<file path="config.mk">
export PLATFORM = sky130hd
export DESIGN_NAME = mcp_ctrl_hs_flat
export DESIGN_NICKNAME = d
export VERILOG_FILES = /design/src/rtl/mcp_ctrl_hs_if.sv /design/src/rtl/mcp_ctrl_hs.sv /design/src/flat_wrapper.sv
export SDC_FILE = /design/constraint.sdc
export NUM_CORES = 1
export LEC_CHECK = 0
export ABC_CLOCK_PERIOD_IN_PS = 2300
export BUFFER_PORTS_ARGS = -buffer_cell sky130_fd_sc_hd__buf_2
export CAP_MARGIN = 10
export CELL_PAD_IN_SITES_DETAIL_PLACEMENT = 1
export CELL_PAD_IN_SITES_GLOBAL_PLACEMENT = 1
export CORE_MARGIN = 5
export CORE_UTILIZATION = 36
export CTS_CLUSTER_DIAMETER = 40
export DETAILED_ROUTE_END_ITERATION = 12
export GPL_ROUTABILITY_DRIVEN = 0
export PLACE_DENSITY = 0.9
export SYNTH_ARGS = -nofsm -noshare
export SYNTH_HDL_FRONTEND = slang
export SYNTH_SLANG_ARGS = --single-unit
</file>
<file path="constraint.sdc">
create_clock -name clk -period 2.3 [get_ports clk]
set_clock_uncertainty 0.15 [all_clocks]
set_input_delay 0.115 -clock clk [delete_from_list [all_inputs] [get_ports clk]]
set_output_delay 0.115 -clock clk [all_outputs]
set_load 0.03 [all_outputs]
</file>
<file path="src/rtl/mcp_ctrl_hs_if.sv">
// Memory handshake bundle between the multicycle controller and memory.
// The controller side uses the master modport; memory uses slave.
interface mcp_ctrl_hs_if;
    logic memreq;
    logic memwrite;
    logic memready;

    modport master (
        output memreq,
        output memwrite,
        input  memready
    );

    modport slave (
        input  memreq,
        input  memwrite,
        output memready
    );
endinterface

</file>
<file path="src/rtl/mcp_ctrl_hs.sv">
// Multicycle MIPS control unit with a memory request/ready handshake,
// a bounded wait timeout and an illegal-opcode trap.
// Optional feature macro: MCP_CTRL_BNE_EN (adds the bne instruction).
module mcp_ctrl_hs #(
    parameter int unsigned MEM_TIMEOUT = 15
) (
    input  logic          clk,
    input  logic          reset,
    input  logic [5:0]    op,
    input  logic [5:0]    funct,
    input  logic          zero,
    mcp_ctrl_hs_if.master mem,
    output logic          pcen,
    output logic          irwrite,
    output logic          regwrite,
    output logic          alusrca,
    output logic          iord,
    output logic          memtoreg,
    output logic          regdst,
    output logic [1:0]    alusrcb,
    output logic [1:0]    pcsrc,
    output logic [2:0]    alucontrol,
    output logic [3:0]    state,
    output logic          illegal,
    output logic          memerr
);

    typedef enum logic [3:0] {
        S_FETCH   = 4'd0,
        S_DECODE  = 4'd1,
        S_MEMADR  = 4'd2,
        S_MEMRD   = 4'd3,
        S_MEMWB   = 4'd4,
        S_MEMWR   = 4'd5,
        S_EXECUTE = 4'd6,
        S_ALUWB   = 4'd7,
        S_BEQEX   = 4'd8,
        S_ADDIEX  = 4'd9,
        S_ADDIWB  = 4'd10,
        S_JEX     = 4'd11
`ifdef MCP_CTRL_BNE_EN
        , S_BNEEX = 4'd12
`endif
    } state_t;

    localparam logic [5:0] OP_LW   = 6'b100011;
    localparam logic [5:0] OP_SW   = 6'b101011;
    localparam logic [5:0] OP_RTYP = 6'b000000;
    localparam logic [5:0] OP_BEQ  = 6'b000100;
    localparam logic [5:0] OP_ADDI = 6'b001000;
    localparam logic [5:0] OP_J    = 6'b000010;
`ifdef MCP_CTRL_BNE_EN
    localparam logic [5:0] OP_BNE  = 6'b000101;
`endif

    localparam logic [7:0] LP_TMO_LAST = 8'(MEM_TIMEOUT - 1);

    state_t     r_state;
    state_t     w_next;
    logic [7:0] r_cnt;
    logic       r_illegal;
    logic       r_memerr;
    logic       w_memst;
    logic       w_timeout;
    logic       w_illop;
    logic       w_pcwrite;
    logic       w_memreq;
    logic       w_memwrite;
    logic [1:0] w_aluop;

    assign w_memst   = (r_state == S_FETCH) || (r_state == S_MEMRD) || (r_state == S_MEMWR);
    assign w_timeout = w_memst && !mem.memready && (r_cnt == LP_TMO_LAST);

    // Next-state selection; a memory timeout always falls back to FETCH
    always_comb begin
        w_next  = r_state;
        w_illop = 1'b0;
        case (r_state)
            S_FETCH: begin
                if (mem.memready) w_next = S_DECODE;
                else              w_next = S_FETCH;
            end
            S_DECODE: begin
                case (op)
                    OP_LW, OP_SW: w_next = S_MEMADR;
                    OP_RTYP:      w_next = S_EXECUTE;
                    OP_BEQ:       w_next = S_BEQEX;
                    OP_ADDI:      w_next = S_ADDIEX;
                    OP_J:         w_next = S_JEX;
`ifdef MCP_CTRL_BNE_EN
                    OP_BNE:       w_next = S_BNEEX;
`endif
                    default: begin
                        w_next  = S_FETCH;
                        w_illop = 1'b1;
                    end
                endcase
            end
            S_MEMADR:  w_next = (op == OP_SW) ? S_MEMWR : S_MEMRD;
            S_MEMRD: begin
                if (mem.memready)  w_next = S_MEMWB;
                else if (w_timeout) w_next = S_FETCH;
            end
            S_MEMWR: begin
                if (mem.memready || w_timeout) w_next = S_FETCH;
            end
            S_EXECUTE: w_next = S_ALUWB;
            S_ADDIEX:  w_next = S_ADDIWB;
            default:   w_next = S_FETCH;
        endcase
    end

    // State register, wait counter and registered error pulses.
    // A FETCH timeout keeps the state unchanged, so the counter is cleared
    // explicitly on timeout as well as on a state change.
    always_ff @(posedge clk or negedge reset) begin
        if (!reset) begin
            r_state   <= S_FETCH;
            r_cnt     <= '0;
            r_illegal <= 1'b0;
            r_memerr  <= 1'b0;
        end else begin
            r_state   <= w_next;
            r_illegal <= w_illop;
            r_memerr  <= w_timeout;
            if ((w_next != r_state) || w_timeout)
                r_cnt <= '0;
            else if (w_memst && !mem.memready)
                r_cnt <= r_cnt + 8'd1;
        end
    end

    // Decoded datapath controls, all held low while reset is asserted
    always_comb begin
        w_memreq   = 1'b0;
        w_memwrite = 1'b0;
        w_pcwrite  = 1'b0;
        w_aluop    = 2'b00;
        pcen       = 1'b0;
        irwrite    = 1'b0;
        regwrite   = 1'b0;
        alusrca    = 1'b0;
        iord       = 1'b0;
        memtoreg   = 1'b0;
        regdst     = 1'b0;
        alusrcb    = 2'b00;
        pcsrc      = 2'b00;
        alucontrol = 3'b000;
        if (reset) begin
            case (r_state)
                S_FETCH: begin
                    w_memreq  = 1'b1;
                    alusrcb   = 2'b01;
                    irwrite   = mem.memready;
                    w_pcwrite = mem.memready;
                end
                S_DECODE:  alusrcb = 2'b11;
                S_MEMADR, S_ADDIEX: begin
                    alusrca = 1'b1;
                    alusrcb = 2'b10;
                end
                S_MEMRD: begin
                    w_memreq = 1'b1;
                    iord     = 1'b1;
                end
                S_MEMWR: begin
                    w_memreq   = 1'b1;
                    iord       = 1'b1;
                    w_memwrite = 1'b1;
                end
                S_MEMWB: begin
                    memtoreg = 1'b1;
                    regwrite = 1'b1;
                end
                S_EXECUTE: begin
                    alusrca = 1'b1;
                    w_aluop = 2'b10;
                end
                S_ALUWB: begin
                    regdst   = 1'b1;
                    regwrite = 1'b1;
                end
                S_ADDIWB:  regwrite = 1'b1;
                S_BEQEX: begin
                    alusrca = 1'b1;
                    w_aluop = 2'b01;
                    pcsrc   = 2'b01;
                end
`ifdef MCP_CTRL_BNE_EN
                S_BNEEX: begin
                    alusrca = 1'b1;
                    w_aluop = 2'b01;
                    pcsrc   = 2'b01;
                end
`endif
                S_JEX: begin
                    pcsrc     = 2'b10;
                    w_pcwrite = 1'b1;
                end
                default: ;
            endcase

            pcen = w_pcwrite || ((r_state == S_BEQEX) && zero);
`ifdef MCP_CTRL_BNE_EN
            pcen = pcen || ((r_state == S_BNEEX) && !zero);
`endif

            case (w_aluop)
                2'b01:   alucontrol = 3'b110;
                2'b10: begin
                    case (funct)
                        6'b100000: alucontrol = 3'b010;
                        6'b100010: alucontrol = 3'b110;
                        6'b100100: alucontrol = 3'b000;
                        6'b100101: alucontrol = 3'b001;
                        6'b101010: alucontrol = 3'b111;
                        default:   alucontrol = 3'b010;
                    endcase
                end
                default: alucontrol = 3'b010;
            endcase
        end
    end

    assign mem.memreq   = w_memreq;
    assign mem.memwrite = w_memwrite;
    assign state        = r_state;
    assign illegal      = r_illegal;
    assign memerr       = r_memerr;

endmodule

</file>
<file path="src/flat_wrapper.sv">
// flat-port wrapper written by rule: the top's interface ports become plain ports
module mcp_ctrl_hs_flat 
#(
    parameter int unsigned MEM_TIMEOUT = 15
)
  (clk, reset, op, funct, zero, pcen, irwrite, regwrite, alusrca, iord, memtoreg, regdst, alusrcb, pcsrc, alucontrol, state, illegal, memerr, mem_memreq, mem_memwrite, mem_memready);
  mcp_ctrl_hs_if mem_i ();
  input  logic clk;
  input  logic reset;
  input  logic [5:0] op;
  input  logic [5:0] funct;
  input  logic zero;
  output logic pcen;
  output logic irwrite;
  output logic regwrite;
  output logic alusrca;
  output logic iord;
  output logic memtoreg;
  output logic regdst;
  output logic [1:0] alusrcb;
  output logic [1:0] pcsrc;
  output logic [2:0] alucontrol;
  output logic [3:0] state;
  output logic illegal;
  output logic memerr;
  output wire logic [$bits(mem_i.memreq)-1:0] mem_memreq;
  output wire logic [$bits(mem_i.memwrite)-1:0] mem_memwrite;
  input wire logic [$bits(mem_i.memready)-1:0] mem_memready;
  assign mem_memreq = mem_i.memreq;
  assign mem_memwrite = mem_i.memwrite;
  assign mem_i.memready = mem_memready;
  mcp_ctrl_hs #(.MEM_TIMEOUT(MEM_TIMEOUT)) u_core (.clk(clk), .reset(reset), .op(op), .funct(funct), .zero(zero), .mem(mem_i), .pcen(pcen), .irwrite(irwrite), .regwrite(regwrite), .alusrca(alusrca), .iord(iord), .memtoreg(memtoreg), .regdst(regdst), .alusrcb(alusrcb), .pcsrc(pcsrc), .alucontrol(alucontrol), .state(state), .illegal(illegal), .memerr(memerr));
endmodule
</file>
==> results.cfg <==
[outcome]
status = finished, final reports clean

[sta]
worst_slew_pin_slew_ns = 0.3651
setup_ws_ns = 0.1277
slew_violations = 0
min_period_ns = 2.172
fin_tns_setup_ns = 0
max-slew-margin-rel_pct = 75.44
hold_violations = 0
fmax_mhz = 460.3
setup_viol = 0
finalCritPeriodShare_pct = 94.45
holdWs_ns = 0.03104

[global_routing]
overflow = 0
grt_start_max_net_pins = 17
grt_pass1_vias = 1322
antenna_found_initial = 0
grt.total_usage_pct = 16.90
grt_pass1_wl_um = 6009

[cts]
cts_buffers = 3
cts_tree = done
clock-sinks = 14
clk_path_buf_depth = 2
htreeDepth = 1
clk_root_buffer_cell = clkbuf_4
clkLatencyLatePin_ns = 0.28
clk_pin_slew_ns = 0.08

[yosys]
syn_area_um2 = 1219
synth_edf_count = 0
yosys_register_bits = 14
synthFlopType = dfrtp_1
yosysMostFrequentCell = nor2_1
syn_nets = 171
async_flop_share_pct = 100.0
ys_seq_area_share_pct = 28.75
ys_top_cells_by_count = nor2_1 (25), dfrtp_1 (14), nand2_1 (9), nand3_1 (9), xor2_1 (8)
syn_avg_cell_area_um2 = 8.124
yosysWarnings = 0
synth_top_area_cell = dfrtp_1
synth_cells = 150
netlist_top_cells_area = dfrtp_1 (29%), nor2_1 (7.7%), xor2_1 (5.7%)
synth.top_cell.area_share_pct = 28.75
ys_types = 45

[worst_setup_path]
end_kind = primary output
cpMaxStageDelayCell = dfrtp_2
path_buf_inv = 1
slowest_delay_ns = 0.47
r2r_setup_slack_ns = 0.30
worstReg2RegEnd = u_core.r_cnt[1]
start_kind = register
worst-path-max-fanout = 7
r2r_cells = 6
required_ns = 2.04
path_class = register to primary output
crit_start = u_core.state[1]
critPathTopFamily = simple AND/OR/NAND/NOR gates
rr_startpoint = u_core.state[1]
crit_arrival_ns = 1.91
path_cells = nor2_2, nand3_2, ha_1, nand2b_2, nor2_4, buf_2

[routing]
antenna_left = 0
drt_pass1_iterations = 4
viasPerCell = 5.311
drc = 0
vias = 1280
wl_per_cell_um = 15.02
drtIter0Drc = 30
wirelength_um = 3620

[layout]
utilization_pct = 47.24
drive_above_1_share_pct = 36.41
final_area_um2 = 1564
areaGrowthSynthToFinish_pct = 28.34
antennaDiodeCount = 0
nets = 217
final-instance-count-excl-fill = 241

[pwr]
powerDensity_nw_per_um2 = 768.6
p_int_uw = 610.1
leakage_nw = 0.7326
combPwrFrac_pct = 60.5
switching_share_pct = 49.24
clkPwrFrac_pct = 12.1
p_switching_uw = 591.9
p_seq_share_pct = 27.4
vdd_drop_max_mv = 0.3014
fin_total_pwr_mw = 1.202

[floorplan]
die_area_um2 = 4649
fp.dieH_um = 68.18
ios = 38
die_w_um = 68.18
start_util_pct = 36.81
num_rows = 21
core_um2 = 3311

[hold_path]
hp-start = op[0]
hold-path-endpoint = u_core.state[3]
hold_path.class = input pin to register
hold-path-cell-count = 4

[place]
place_ws_ns = 0.2264
placed_area_um2 = 1475
portBuffers = 37
dp_hpwl_um = 2820
place_inst = 232

[run]
maxCapViolCount = 0
==> power by group through the flow <==
stage / combinational [mW] / clock [mW] / sequential, mW
floorplan: 0.480 / 0 / 0.355
global placement: 0.671 / 0 / 0.334
detailed placement: 0.682 / 0 / 0.337
CTS: 0.701 / 0.150 / 0.330
global route: 0.802 / 0.161 / 0.336
finish: 0.727 / 0.145 / 0.330
==> timing repair <==
action / CTS / global route
endpoints found under the hold margin: 14 / 0
pin swaps: 0 / 0
resized for setup: 3 / 6
endpoints found under the setup margin: 3 / 3
hold buffers: 1 / 0
cloned: 0 / 0
setup buffers: 1 / 3
==> registers in the layout, indices dropped and copies added, names as in the netlist <==
name            cells
u_core.r_cnt        8
u_core.state        4
u_core.illegal      1
u_core.memerr       1
==> how the worst max path moves through the flow <==
stage,depth (start not counted),to
global route,8,alucontrol[1]
CTS,6,alucontrol[0]
global placement,7,alucontrol[0]
finish,6,alucontrol[2]
detailed placement,7,alucontrol[0]
floorplan,8,alucontrol[0]
==> cells in the final DEF (no fill, tap or decap), drive strengths merged, types with 4 or more instances in the layout <==
| cell | n |
|---|---|
| nor4 | 5 |
| nand3 | 9 |
| nand2b | 4 |
| nor3 | 6 |
| dfrtp | 14 |
| nor2 | 25 |
| ha | 5 |
| nor3b | 4 |
| nand2 | 9 |
| buf | 48 |
| and3 | 4 |
| o21ai | 5 |
| clkbuf | 4 |
| xor2 | 8 |
| inv | 6 |
==> layer usage <==
metal	vias up	track usage [%]	part of all wire, %
met5	-	0	0
met4	0	5.707	2.0
met3	7	2.627	3.7
met2	34	29.00	50
met1	616	21.37	44
li1	623	-	-
==> logic make-up (layout without fill, tap and decap cells) <==
logic type	Yosys count	count (layout)	synth area share (%)
and+or+nand+nor	79	79	34.60
AOI/OAI and AO/OA	25	25	14.99
buffers and inverters	15	60	7.699
DFF	14	14	28.75
xor gates and xnor gates	11	11	7.906
adders and majority gates	5	5	5.133
muxes	1	1	0.9240
==> worst reg2reg max path, delay by kind of cell (launching register included) <==
kind | cells | cell delay [ns]
XOR/XNOR | 1 | 0.13
flip-flops | 1 | 0.47
buffers and inverters | 1 | 0.16
AO/OA/AOI/OAI | 2 | 0.44
AND/OR/NAND/NOR | 2 | 0.56
==> layout make-up <==
cell class	instances	area [µm²]
Tap cell	46	57.56
Timing Repair Buffer	49	280.3
Clock buffer	4	26.28
Inverter	7	26.28
Sequential cell	14	354.1
Multi-Input combinational cell	121	819.5
Fill cell	440	1747
Power figures use the tool's default switching activity.
